==> config.mk <==
export PLATFORM = sky130hd
export DESIGN_NAME = in_fifo_rd_drain_flat
export DESIGN_NICKNAME = d
export VERILOG_FILES = /design/src/rtl/in_fifo_rd_drain_if.sv /design/src/rtl/in_fifo_rd_drain.sv /design/src/flat_wrapper.sv
export SDC_FILE = /design/constraint.sdc
export NUM_CORES = 1
export LEC_CHECK = 0
export ABC_AREA = 1
export CORE_UTILIZATION = 50
export DETAILED_ROUTE_END_ITERATION = 8
export GPL_TIMING_DRIVEN = 0
export PLACE_DENSITY_LB_ADDON = 0.3
export SLEW_MARGIN = 20
export SYNTH_ARGS = -nofsm -noshare
export SYNTH_HDL_FRONTEND = slang
export SYNTH_SLANG_ARGS = --single-unit
==> constraint.sdc <==
create_clock -name RDCLK -period 3.45 [get_ports RDCLK]
set_input_delay 0.69 -clock RDCLK [delete_from_list [all_inputs] [get_ports RDCLK]]
set_output_delay 0.69 -clock RDCLK [all_outputs]
set_load 0.005 [all_outputs]
==> src/rtl/in_fifo_rd_drain_if.sv <==
// Read-drain bus: command handshake, IN_FIFO read port and beat stream.
// master is the drain's own view; slave is the controller/FIFO side.
interface in_fifo_rd_drain_if #(
    parameter int unsigned NUM_LANES = 8
) ();
    localparam int unsigned DW = 8 * NUM_LANES;

    logic          CMD_VALID;
    logic          CMD_READY;
    logic          FIFO_EMPTY;
    logic [DW-1:0] FIFO_Q;
    logic          FIFO_RDEN;
    logic [DW-1:0] DOUT;
    logic          DOUT_VALID;
    logic          DOUT_LAST;
    logic          DOUT_READY;

    modport master (
        input  CMD_VALID, FIFO_EMPTY, FIFO_Q, DOUT_READY,
        output CMD_READY, FIFO_RDEN, DOUT, DOUT_VALID, DOUT_LAST
    );

    modport slave (
        output CMD_VALID, FIFO_EMPTY, FIFO_Q, DOUT_READY,
        input  CMD_READY, FIFO_RDEN, DOUT, DOUT_VALID, DOUT_LAST
    );
endinterface

==> src/rtl/in_fifo_rd_drain.sv <==
// Pops the PHY input FIFO only for beats owed to accepted read bursts and
// streams each entry out through a 2-entry skid buffer with burst-last marking.
module in_fifo_rd_drain #(
    parameter int unsigned NUM_LANES       = 8,
    parameter int unsigned BURST_BEATS     = 2,
    parameter int unsigned MAX_OUTSTANDING = 15,
    parameter int unsigned TIMEOUT         = 64
) (
    input  logic                       RDCLK,
    input  logic                       RESET,
    in_fifo_rd_drain_if.master         bus,
    output logic [3:0]                 OUTSTANDING,
    output logic                       TIMEOUT_ERR
);
    localparam int unsigned DW = 8 * NUM_LANES;
    localparam int unsigned BW = (BURST_BEATS > 1) ? $clog2(BURST_BEATS) : 1;
    localparam int unsigned OW = 8;
    localparam int unsigned IW = 8;

    logic [BW-1:0] beat_cnt;
    logic          inflight;
    logic          inflight_last;
    logic [DW-1:0] skid_data;
    logic          skid_last;
    logic          skid_valid;
    logic [IW-1:0] idle_cnt;

    logic [OW-1:0] owed;
    logic [2:0]    occ_inflight;
    logic          beat_is_last;
    logic          pop;
    logic          cmd_acc;
    logic          burst_done;
    logic          rden;

    assign beat_is_last = (beat_cnt == BW'(BURST_BEATS - 1));
    assign pop          = bus.DOUT_VALID && bus.DOUT_READY;
    assign cmd_acc      = bus.CMD_VALID && bus.CMD_READY;
    assign burst_done   = rden && beat_is_last;

    // beat_cnt advances on the enable itself, so owed already excludes reads in flight
    assign owed         = OW'(OUTSTANDING) * OW'(BURST_BEATS) - OW'(beat_cnt);
    assign occ_inflight = 3'(bus.DOUT_VALID) + 3'(skid_valid) + 3'(inflight);
    assign rden         = !bus.FIFO_EMPTY && (owed != '0) && (occ_inflight < 3'(2) + 3'(pop));

    assign bus.FIFO_RDEN = rden;
    assign bus.CMD_READY = (OUTSTANDING < 4'(MAX_OUTSTANDING));

    always_ff @(posedge RDCLK) begin
        if (RESET) begin
            beat_cnt       <= '0;
            inflight       <= 1'b0;
            inflight_last  <= 1'b0;
            OUTSTANDING    <= '0;
            idle_cnt       <= '0;
            TIMEOUT_ERR    <= 1'b0;
            bus.DOUT       <= '0;
            bus.DOUT_VALID <= 1'b0;
            bus.DOUT_LAST  <= 1'b0;
            skid_data      <= '0;
            skid_last      <= 1'b0;
            skid_valid     <= 1'b0;
        end else begin
            if (rden) begin
                beat_cnt <= beat_is_last ? '0 : beat_cnt + BW'(1);
            end
            inflight      <= rden;
            inflight_last <= burst_done;

            if (cmd_acc && !burst_done) begin
                OUTSTANDING <= OUTSTANDING + 4'd1;
            end else if (!cmd_acc && burst_done) begin
                OUTSTANDING <= OUTSTANDING - 4'd1;
            end

            // idle watchdog: saturates, error flag is sticky
            if (rden || (OUTSTANDING == '0)) begin
                idle_cnt <= '0;
            end else if (idle_cnt < IW'(TIMEOUT)) begin
                idle_cnt <= idle_cnt + IW'(1);
                if (idle_cnt == IW'(TIMEOUT - 1)) begin
                    TIMEOUT_ERR <= 1'b1;
                end
            end

            // skid buffer: head is the registered output, skid catches the overflow
            if (pop) begin
                if (skid_valid) begin
                    bus.DOUT      <= skid_data;
                    bus.DOUT_LAST <= skid_last;
                    skid_valid    <= inflight;
                    if (inflight) begin
                        skid_data <= bus.FIFO_Q;
                        skid_last <= inflight_last;
                    end
                end else begin
                    bus.DOUT_VALID <= inflight;
                    if (inflight) begin
                        bus.DOUT      <= bus.FIFO_Q;
                        bus.DOUT_LAST <= inflight_last;
                    end
                end
            end else if (inflight) begin
                if (!bus.DOUT_VALID) begin
                    bus.DOUT       <= bus.FIFO_Q;
                    bus.DOUT_LAST  <= inflight_last;
                    bus.DOUT_VALID <= 1'b1;
                end else begin
                    skid_data  <= bus.FIFO_Q;
                    skid_last  <= inflight_last;
                    skid_valid <= 1'b1;
                end
            end
        end
    end
endmodule
==> src/flat_wrapper.sv <==
// flat-port wrapper written by rule: the top's interface ports become plain ports
module in_fifo_rd_drain_flat 
#(
    parameter int unsigned NUM_LANES       = 8,
    parameter int unsigned BURST_BEATS     = 2,
    parameter int unsigned MAX_OUTSTANDING = 15,
    parameter int unsigned TIMEOUT         = 64
)
  (RDCLK, RESET, OUTSTANDING, TIMEOUT_ERR, bus_CMD_VALID, bus_FIFO_EMPTY, bus_FIFO_Q, bus_DOUT_READY, bus_CMD_READY, bus_FIFO_RDEN, bus_DOUT, bus_DOUT_VALID, bus_DOUT_LAST);
  in_fifo_rd_drain_if #(.NUM_LANES(NUM_LANES)) bus_i ();
  input  logic RDCLK;
  input  logic RESET;
  output logic [3:0] OUTSTANDING;
  output logic TIMEOUT_ERR;
  input wire logic [$bits(bus_i.CMD_VALID)-1:0] bus_CMD_VALID;
  input wire logic [$bits(bus_i.FIFO_EMPTY)-1:0] bus_FIFO_EMPTY;
  input wire logic [$bits(bus_i.FIFO_Q)-1:0] bus_FIFO_Q;
  input wire logic [$bits(bus_i.DOUT_READY)-1:0] bus_DOUT_READY;
  output wire logic [$bits(bus_i.CMD_READY)-1:0] bus_CMD_READY;
  output wire logic [$bits(bus_i.FIFO_RDEN)-1:0] bus_FIFO_RDEN;
  output wire logic [$bits(bus_i.DOUT)-1:0] bus_DOUT;
  output wire logic [$bits(bus_i.DOUT_VALID)-1:0] bus_DOUT_VALID;
  output wire logic [$bits(bus_i.DOUT_LAST)-1:0] bus_DOUT_LAST;
  assign bus_i.CMD_VALID = bus_CMD_VALID;
  assign bus_i.FIFO_EMPTY = bus_FIFO_EMPTY;
  assign bus_i.FIFO_Q = bus_FIFO_Q;
  assign bus_i.DOUT_READY = bus_DOUT_READY;
  assign bus_CMD_READY = bus_i.CMD_READY;
  assign bus_FIFO_RDEN = bus_i.FIFO_RDEN;
  assign bus_DOUT = bus_i.DOUT;
  assign bus_DOUT_VALID = bus_i.DOUT_VALID;
  assign bus_DOUT_LAST = bus_i.DOUT_LAST;
  in_fifo_rd_drain #(.NUM_LANES(NUM_LANES), .BURST_BEATS(BURST_BEATS), .MAX_OUTSTANDING(MAX_OUTSTANDING), .TIMEOUT(TIMEOUT)) u_core (.RDCLK(RDCLK), .RESET(RESET), .bus(bus_i), .OUTSTANDING(OUTSTANDING), .TIMEOUT_ERR(TIMEOUT_ERR));
endmodule
# == Word-level counts from Yosys, hierarchy flattened ==
# Cells that the tools add are included.
# word_totals
ff_bits,148
latch_bits,0
ram_bits,0
mem_bits_ro,0
out_inout_bits,73
elab_cells,80
memories,0
# op_classes
n_addsub,8
multipliers,0
div_mod_pow,0
magnitude_cmp,3
eq_ne,5
shifts,0
mux,28
bitwise,1
reduce_logical,23
# op_table
cell,count
2-to-1 mux 64 bit,9
2-to-1 mux 1 bit,17
"adder 8 x 1 -> 8 bit, second input constant",1
"== test 8 x 6 -> 1 bit, second input constant",1
"less-than comparator 8 x 7 -> 1 bit, second input constant",1
2-to-1 mux 4 bit,2
nonzero test 2 bit,4
nonzero test 8 bit,1
logical AND 1 bit,7
AND reduction 3 bit,2
subtractor 5 x 1 -> 6 bit,1
"adder 4 x 1 -> 4 bit, second input constant",1
logical NOT 4 bit,1
"less-than comparator 4 bit, second input constant",1
"!= test 2 x 1 -> 1 bit, second input constant",2
"!= test 2 bit, second input constant",2
AND reduction 2 bit,2
AND reduction 4 bit,1
"subtractor 4 x 1 -> 4 bit, second input constant",1
"adder 2 x 1 -> 3 bit, first input constant",1
adder 3 x 1 -> 3 bit,1
logical NOT 1 bit,3
less-than comparator 3 bit,1
adder 1 x 1 -> 2 bit,1
other kinds (4),4

# == Longest topological paths before layout ==
# Gate-level depths: netlist of the first run.
# logic_depth
ltp_word,8
mapped_depth,15
mapped_depth_nobuf,15

# == Worst setup path before layout of the first run ==
# No wires, ideal clock.
# synth_timing
path_kind,reg2reg
startpoint,register u_core.bus.DOUT_VALID
endpoint,register u_core.OUTSTANDING[3]
t_arrival_ps,2433
required_ps,3380
slack_ps,946
stages_incl_launch_ff,16
n_path_buf,0
cell_sequence,dfxtp_1 -> inv_1 -> fa_1 -> inv_1 -> o21bai_1 -> nand3_1 -> ha_1 -> inv_1 -> ha_1 -> nand2_1 -> nand2_1 -> nor2_1 -> nand2_1 -> nand2_1 -> nand2_1 -> a21oi_1
# synth_via
elab_chain_len,8
# synth_lines
element,line_no,rtl
"start, declared",in_fifo_rd_drain_if.sv:20,"output CMD_READY, FIFO_RDEN, DOUT, DOUT_VALID, DOUT_LAST"
"start signal, assigned",in_fifo_rd_drain.sv:97,bus.DOUT_VALID <= inflight;
adder 1 x 1 -> 2 bit / logical AND 1 bit (equally long branches),"in_fifo_rd_drain.sv:43, in_fifo_rd_drain.sv:37",
adder 3 x 1 -> 3 bit / adder 2 x 1 -> 3 bit (equally long branches),"in_fifo_rd_drain.sv:43, in_fifo_rd_drain.sv:44",
less-than comparator 3 bit (*),in_fifo_rd_drain.sv:44,assign rden = !bus.FIFO_EMPTY && (owed != '0) && (occ_inflight < 3'(2) + 3'(pop));
logical AND 1 bit (*),in_fifo_rd_drain.sv:44,
logical AND 1 bit (*),in_fifo_rd_drain.sv:39,assign burst_done = rden && beat_is_last;
logical NOT 1 bit,in_fifo_rd_drain.sv:70,if (cmd_acc && !burst_done) begin
logical AND 1 bit,in_fifo_rd_drain.sv:70,
2-to-1 mux 4 bit / nonzero test 2 bit (equally long branches),-,
"end signal, assigned",in_fifo_rd_drain.sv:71,OUTSTANDING <= OUTSTANDING + 4'd1;
"end signal, assigned",in_fifo_rd_drain.sv:73,OUTSTANDING <= OUTSTANDING - 4'd1;
"end, declared",in_fifo_rd_drain.sv:12,"output logic [3:0] OUTSTANDING,"
# Mark *: on every way between the ends. The rest lies on a longest branch, timed or not.
# A chain may end at the register's enable or synchronous reset.

# == Final worst setup path of the first run ==
# layout_timing
startpoint,register u_core.bus.DOUT_VALID
endpoint,output bus_FIFO_RDEN
# layout_via
elab_chain_len,4
# layout_lines
element,line_no,rtl
adder 1 x 1 -> 2 bit / logical AND 1 bit (equally long branches),"in_fifo_rd_drain.sv:43, in_fifo_rd_drain.sv:37",
adder 3 x 1 -> 3 bit / adder 2 x 1 -> 3 bit (equally long branches),"in_fifo_rd_drain.sv:43, in_fifo_rd_drain.sv:44",
less-than comparator 3 bit (*),in_fifo_rd_drain.sv:44,
logical AND 1 bit (*),in_fifo_rd_drain.sv:44,
"end, declared",flat_wrapper.sv:20,output wire logic [$bits(bus_i.FIFO_RDEN)-1:0] bus_FIFO_RDEN;
# Marked as above.

==> results of run 1 <==
## worst paths after layout
check / from / to / slack (ns)
worst min register to register: u_core.idle_cnt[7]$_SDFFE_PP0P_ / u_core.idle_cnt[7]$_SDFFE_PP0P_ / 0.44
worst max-delay path: u_core.bus.DOUT_VALID$_SDFFE_PP0P_ / bus_FIFO_RDEN / 0.26
worst max register to register: u_core.bus.DOUT_VALID$_SDFFE_PP0P_ / u_core.OUTSTANDING[3]$_SDFFE_PP0P_ / 0.63
worst min-delay path: u_core.idle_cnt[7]$_SDFFE_PP0P_ / u_core.idle_cnt[7]$_SDFFE_PP0P_ / 0.44
## layer usage
layer | wire length (um) | track usage | up-vias
li1 | - | - | 3059
met1 | 7346 | 0.3160 | 2701
met2 | 7213 | 0.4188 | 154
met3 | 774 | 0.05473 | 23
met4 | 235 | 0.09386 | 0
met5 | 0 | 0 | -
## synthesized netlist by cell type (all sizes together) (2+ instances only)
library cell / count / area (sq um)
a21oi: 104 / 531.8
nor2: 85 / 335.3
o21ai: 103 / 519.3
fa: 2 / 40.04
nand3: 7 / 35.03
buf: 31 / 217.7
ha: 7 / 87.58
xor2: 4 / 35.03
clkbuf: 24 / 90.09
inv: 54 / 202.7
xnor2: 2 / 17.52
nand2: 283 / 1067
nand4: 3 / 18.77
nor3: 2 / 10.01
dfxtp: 148 / 2963
## flip-flops by register name, summed over array words and instances, names as in the netlist, 4 cells and up
name and cells:
u_core.idle_cnt 8, u_core.OUTSTANDING 4, u_core.skid_data 64, u_core.bus.DOUT 64
## critical path, delay by kind of cell, from the launching register on
family,cells,cell delay [ns]
AO/OA/AOI/OAI,1,0.23
flip-flops,1,0.40
adder cells (fa/ha/maj),1,0.54
buffers and inverters,4,0.75
AND/OR/NAND/NOR,1,0.16
## stage by stage
| step | instance area, sq um | std cells | utilization |
|---|---|---|---|
| 3_5_place_dp | 7814 | 1172 | 0.6478 |
| 5_1_grt | 8399 | 1204 | 0.6964 |
| 4_1_cts | 8399 | 1204 | 0.6964 |
| 3_3_place_gp | 7814 | 1172 | 0.6478 |
| 2_1_floorplan | 6202 | 864 | - |
| 6_report | 8399 | 1204 | 0.6964 |
## power by group
| part | total (mW) | internal [mW] | switching [mW] |
|---|---|---|---|
| combinational | 0.617 | 0.320 | 0.297 |
| clock | 1.83 | 1.16 | 0.673 |
| sequential | 1.85 | 1.80 | 0.0572 |
## cell usage in the layout, fill, tap and decap left out, drive strengths merged
cell type      instances
nand2                283
nand4                  3
nor3                   2
dfxtp                148
clkinv                 2
or2                    1
o21bai                 1
fa                     2
and2                   1
clkdlybuf4s50        140
a21oi                104
nor2                  85
o211ai                 1
ha                     7
inv                   54
xnor2                  2
buf                   31
clkbuf                53
o21ai                103
bufinv                 2
nand3                  7
xor2                   4
## cell families after synthesis
| kind of cell | after synthesis | share of synthesized area |
|---|---|---|
| xor gates and xnor gates | 6 | 0.008473 |
| DFF | 148 | 0.4777 |
| and+or+nand+nor | 382 | 0.2385 |
| buffers and inverters | 110 | 0.08291 |
| AOI/OAI and AO/OA | 209 | 0.1719 |
| adders and majority gates | 9 | 0.02058 |
## final cells by class
type / count / area, sq um / area share
buffer: 55 / 307.8 / 0.03665
clock buffer: 29 / 520.5 / 0.06197
clock inverter: 3 / 65.06 / 0.007746
tap: 168 / 210.2 / 0.02503
multi-input combinational: 606 / 2725 / 0.3244
timing repair buffer: 140 / 1401 / 0.1668
inverter: 55 / 206.4 / 0.02458
sequential: 148 / 2963 / 0.3527
==> flow_summary.toml, run 1 <==
[synthesis]
synth.distinct_cells = 29
synth_top_flop_cell = "sky130_fd_sc_hd__dfxtp_1"
synth-edff-count = 0
synthesis.area_per_instance_sq_um = 7.178
netlist_area_sq_um = 6202
seq_area_frac_synth = 0.4777
async_reset_ff_frac = 0
postSynthRegisterBits = 148
synthesis.nets = 942
synthCells = 864
yosysWarningCount = 0

[critical_path]
crit_required_ns = 2.76
crit_path_cell_trace = "inv_1 > fa_1 > inv_1 > o21bai_1 > nand3_1 > inv_1 > clkdlybuf4s50_1"
timing.critical_path.from_type = "flip-flop"
critPathMaxStageDelay_ns = 0.54
critPathCaptureType = "output port"
crit_path_frequent_cell = "sky130_fd_sc_hd__inv_1"
critical_path_peak_fanout = 4
setup.worst_path.class = "reg2out"
critical_path_arrival_ns = 2.50
reg2reg_depth = 15
worst_path_max_delay_cell = "sky130_fd_sc_hd__fa_1"

[place]
portBuffers = 140
detailed_place_hpwl_um = 10680
post-place-ws_ns = 0.3894
place.gp.congestion = 0.8047

[detailed_routing]
detailed_route_wire_length_um = 15570
detailroute.via_count = 5937
drt-initial-drc-count = 359
first_pass_iters = 5
detail_route.wl_per_cell_um = 12.93
post_drt_via_cell_ratio = 4.931
route.detailed.drc = 0
postRouteAntennaNets = 0

[floorplanning]
rows = 40
floorplan.die_area_sq_um = 12850
fp.dieW_um = 113.4
core_region_area_sq_um = 12060
die_height_um = 113.4
floorplan.io_pins = 142
initial_utilization = 0.5142

[sta]
fin_skew_ns = 0.005047
tightestPinTransition_ns = 0.6470
post-route-period-util = 0.9248
period_minus_slack_ns = 3.191
max_clock_freq_ghz = 0.3134
tns_ns = 0
postLayoutSetupSlackWorst_ns = 0.2593
timing.final.setup_violations = 0
drv_slew = 0
timing.hold.ws_ns = 0.4390
count_of_final_hold_check_violations = 0
worst_slew_margin_rel = 0.5687
rsz0062_at_grt = "no"

[clocking]
cts_resized = 0
cts_tree = "built"
ctsRootBufferMaster = "sky130_fd_sc_hd__clkbuf_16"
htree_levels = 4
cts.path.max_buffers = 2
clock-sinks = 148
hold_buffer_count_at_cts = 0
cts.repair_timing.setup_buffer_count = 0
clk_transition_reported_paths_ns = 0.06
clock_buffers_created_by_tritoncts = 17
clkLatencyLatePin_ns = 0.42

[layout]
layout-area-overhead-vs-synth_pct = 35.42
final.fill_count = 1038
num_antenna_cells = 0
layout.nets = 1101
layout_cell_share_with_drive_strength_beyond_1 = 0.06178

[worst_hold_path]
hold_path_class = "reg2reg"
timing.hold.worst_path_depth = 2

[power_and_ir_drop]
power_leakage_nw = 3.326
powerDensity_nw_per_um2 = 512.5
vdd_drop_max_mv = 0.3314
report.power.total_mw = 4.305

[global_routing]
global_route_wire_length_before_repair_um = 25430
grt_start_max_net_pins = 17
grt_antenna_before_repair = 0
globalRoute.totalOverflow = 0
via_count_of_the_first_global_routing_pass = 5459
globalRouteTotalUtil = 0.2498

[run_status]
run_status = "completed"

[run]
cap_viol_max_count = 0
(Power assumes the default switching activity.)
==> run 2, diff against run 1 <==
- CELL_PAD_IN_SITES_DETAIL_PLACEMENT: unset -> 0
- CELL_PAD_IN_SITES_GLOBAL_PLACEMENT: unset -> 1
- CORE_UTILIZATION: 50 -> 36
==> flow_summary.toml, run 2 (synthesis results as in run 1) <==
[power_and_ir_drop]
report.power.total_mw = 4.385
p_sw_frac = 0.2503
cell_internal_pwr_mw = 3.287
pwr-share-comb = 0.141
vdd_drop_max_mv = 0.3372
seq_power_share = 0.422
powerDensity_nw_per_um2 = 516.5
total_switching_power_mw = 1.098
clock_power_share = 0.436
power_leakage_nw = 3.331

[critical_path]
setup.reg_to_reg.worst_slack_ns = 0.69
worstReg2RegStart = "u_core.bus.DOUT_VALID$_SDFFE_PP0P_"
critical_path_peak_fanout = 4
reg2reg_depth = 15
critPathCaptureType = "output port"
setup.worst_path.class = "reg2out"
timing.critical_path.from_type = "flip-flop"
crit_required_ns = 2.76
critical_path_arrival_ns = 2.56
timing.rr.end = "u_core.OUTSTANDING[3]$_SDFFE_PP0P_"

[sta]
post-route-period-util = 0.9418
fin_skew_ns = 0.007619
timing.final.setup_violations = 0
rsz0062_at_grt = "no"
tightestPinTransition_ns = 0.6022
worst_slew_margin_rel = 0.5985
max_clock_freq_ghz = 0.3078
drv_slew = 0
tns_ns = 0
period_minus_slack_ns = 3.249
count_of_final_hold_check_violations = 0

[detailed_routing]
met3WireLength_um = 879
detailroute.via_count = 5761
post_drt_via_cell_ratio = 4.587
detailed_route_wire_length_um = 16910
postRouteAntennaNets = 0
first_pass_iters = 4
detail_route.wl_per_cell_um = 13.46
detail_route.wirelength.met1_um = 8025
top_layer = "met4"
dr_wl_met2_um = 7762
route.detailed.drc = 0
drt-initial-drc-count = 288

[clocking]
hold_buffer_count_at_cts = 0
cts_tree = "built"
cts.path.max_buffers = 2
clk_transition_reported_paths_ns = 0.06
clkLatencyLatePin_ns = 0.42
ctsRootBufferMaster = "sky130_fd_sc_hd__clkbuf_16"
clock_buffers_created_by_tritoncts = 17
cts.repair_timing.setup_buffer_count = 0
cts_resized = 0
htree_levels = 4
clock-sinks = 148

[floorplanning]
floorplan.die_area_sq_um = 17760
rows = 47
floorplan.io_pins = 142
fp.dieW_um = 133.3
die_height_um = 133.3
core_region_area_sq_um = 16700
initial_utilization = 0.3714

[global_routing]
grt_start_max_net_pins = 17
globalRoute.totalOverflow = 0
globalRouteTotalUtil = 0.1990
grt_antenna_before_repair = 0
via_count_of_the_first_global_routing_pass = 5514
global_route_wire_length_before_repair_um = 27810

[layout]
layout_cell_share_with_drive_strength_beyond_1 = 0.06853
final.fill_count = 1752
largestRegisters = "u_core.bus.DOUT x64, u_core.skid_data x64, u_core.idle_cnt x8"
layout-area-overhead-vs-synth_pct = 36.88
layout.cells.most_common = "sky130_fd_sc_hd__nand2_1"
num_antenna_cells = 0
layout.nets = 1101
mostFrequentLayoutCells = "281 x sky130_fd_sc_hd__nand2_1, 148 x sky130_fd_sc_hd__dfxtp_1, 140 x sky130_fd_sc_hd__clkdlybuf4s50_1, 101 x sky130_fd_sc_hd__a21oi_1, 97 x sky130_fd_sc_hd__o21ai_0"

[worst_hold_path]
hold-path-endpoint = "u_core.idle_cnt[7]$_SDFFE_PP0P_"
hold_path_class = "reg2reg"
timing.hold.worst_path_depth = 2
min_from = "u_core.idle_cnt[7]$_SDFFE_PP0P_"

[place]
portBuffers = 140
place.gp.congestion = 0.7902
detailed_place_hpwl_um = 11770

[run_status]
run_status = "completed"

[run]
cap_viol_max_count = 0
[run 2: cell types whose count changed in the layout (fill, tap and decap cells not counted), sizes merged]
cell,delta
bufinv,+1
clkinvlp,+4
clkinv,+5
clkbuf,-10
[run 2: final cells by class]
cell class              count  area, sq um  area share
flip-flops and latches    148         2963      0.3490
multi-input cells         606         2725      0.3210
repair buffers            140         1401      0.1651
clock buffers              19        452.9     0.05335
plain buffers              55        307.8     0.03626
well taps                 220        275.3     0.03242
inverters                  55        206.4     0.02432
clock inverters            13        157.7     0.01857
[run 2: how the worst max path moves through the flow]
stage / startpoint / to / slack, ns / cells after the start
after detailed placement: bus_DOUT_READY / bus_FIFO_RDEN / 0.38 / 6
after floorplan: u_core.bus.DOUT_VALID$_SDFFE_PP0P_ / u_core.OUTSTANDING[3]$_SDFFE_PP0P_ / 0.95 / 15
final: u_core.bus.DOUT_VALID$_SDFFE_PP0P_ / bus_FIFO_RDEN / 0.20 / 7
after CTS: u_core.bus.DOUT_VALID$_SDFFE_PP0P_ / bus_FIFO_RDEN / 0.19 / 7
after global routing: u_core.bus.DOUT_VALID$_SDFFE_PP0P_ / bus_FIFO_RDEN / 0.08 / 7
after global placement: bus_DOUT_READY / bus_FIFO_RDEN / 0.39 / 6
[run 2: per-layer routing]
layer  global-route usage  vias to the layer above
li1                     -                     3064
met1               0.2576                     2561
met2               0.3247                      117
met3              0.04871                       19
met4              0.06376                        0
met5                    0                        -
[run 2: power groups by stage]
stage                     clock, mW  sequential, mW  combinational [mW]
after detailed placement          0            1.89               0.623
after global routing           2.03            1.86               0.694
after global placement            0            1.89               0.623
final                          1.91            1.85               0.620
after floorplan                   0            1.89               0.308
after CTS                      1.95            1.85               0.628
[run 2: worst max-delay path, stage by stage, from the launching register on]
cell                              delay [ns]
sky130_fd_sc_hd__dfxtp_1                0.40
sky130_fd_sc_hd__inv_1                  0.12
sky130_fd_sc_hd__fa_1                   0.54
sky130_fd_sc_hd__inv_1                  0.04
sky130_fd_sc_hd__o21bai_1               0.22
sky130_fd_sc_hd__nand3_1                0.18
sky130_fd_sc_hd__inv_1                  0.09
sky130_fd_sc_hd__clkdlybuf4s50_1        0.56
[run 2: metrics by stage]
stage	util	instances	worst slack (ns)	hold slack, ns	instance area, sq um
2_1_floorplan	-	864	0.9461	0.4187	6202
3_3_place_gp	0.4718	1224	0.3920	0.4276	7879
3_5_place_dp	0.4718	1224	0.3813	0.4328	7879
4_1_cts	0.5083	1256	0.1934	0.4412	8489
5_1_grt	0.5083	1256	0.07875	0.4628	8489
6_report	0.5083	1256	0.2009	0.4388	8489
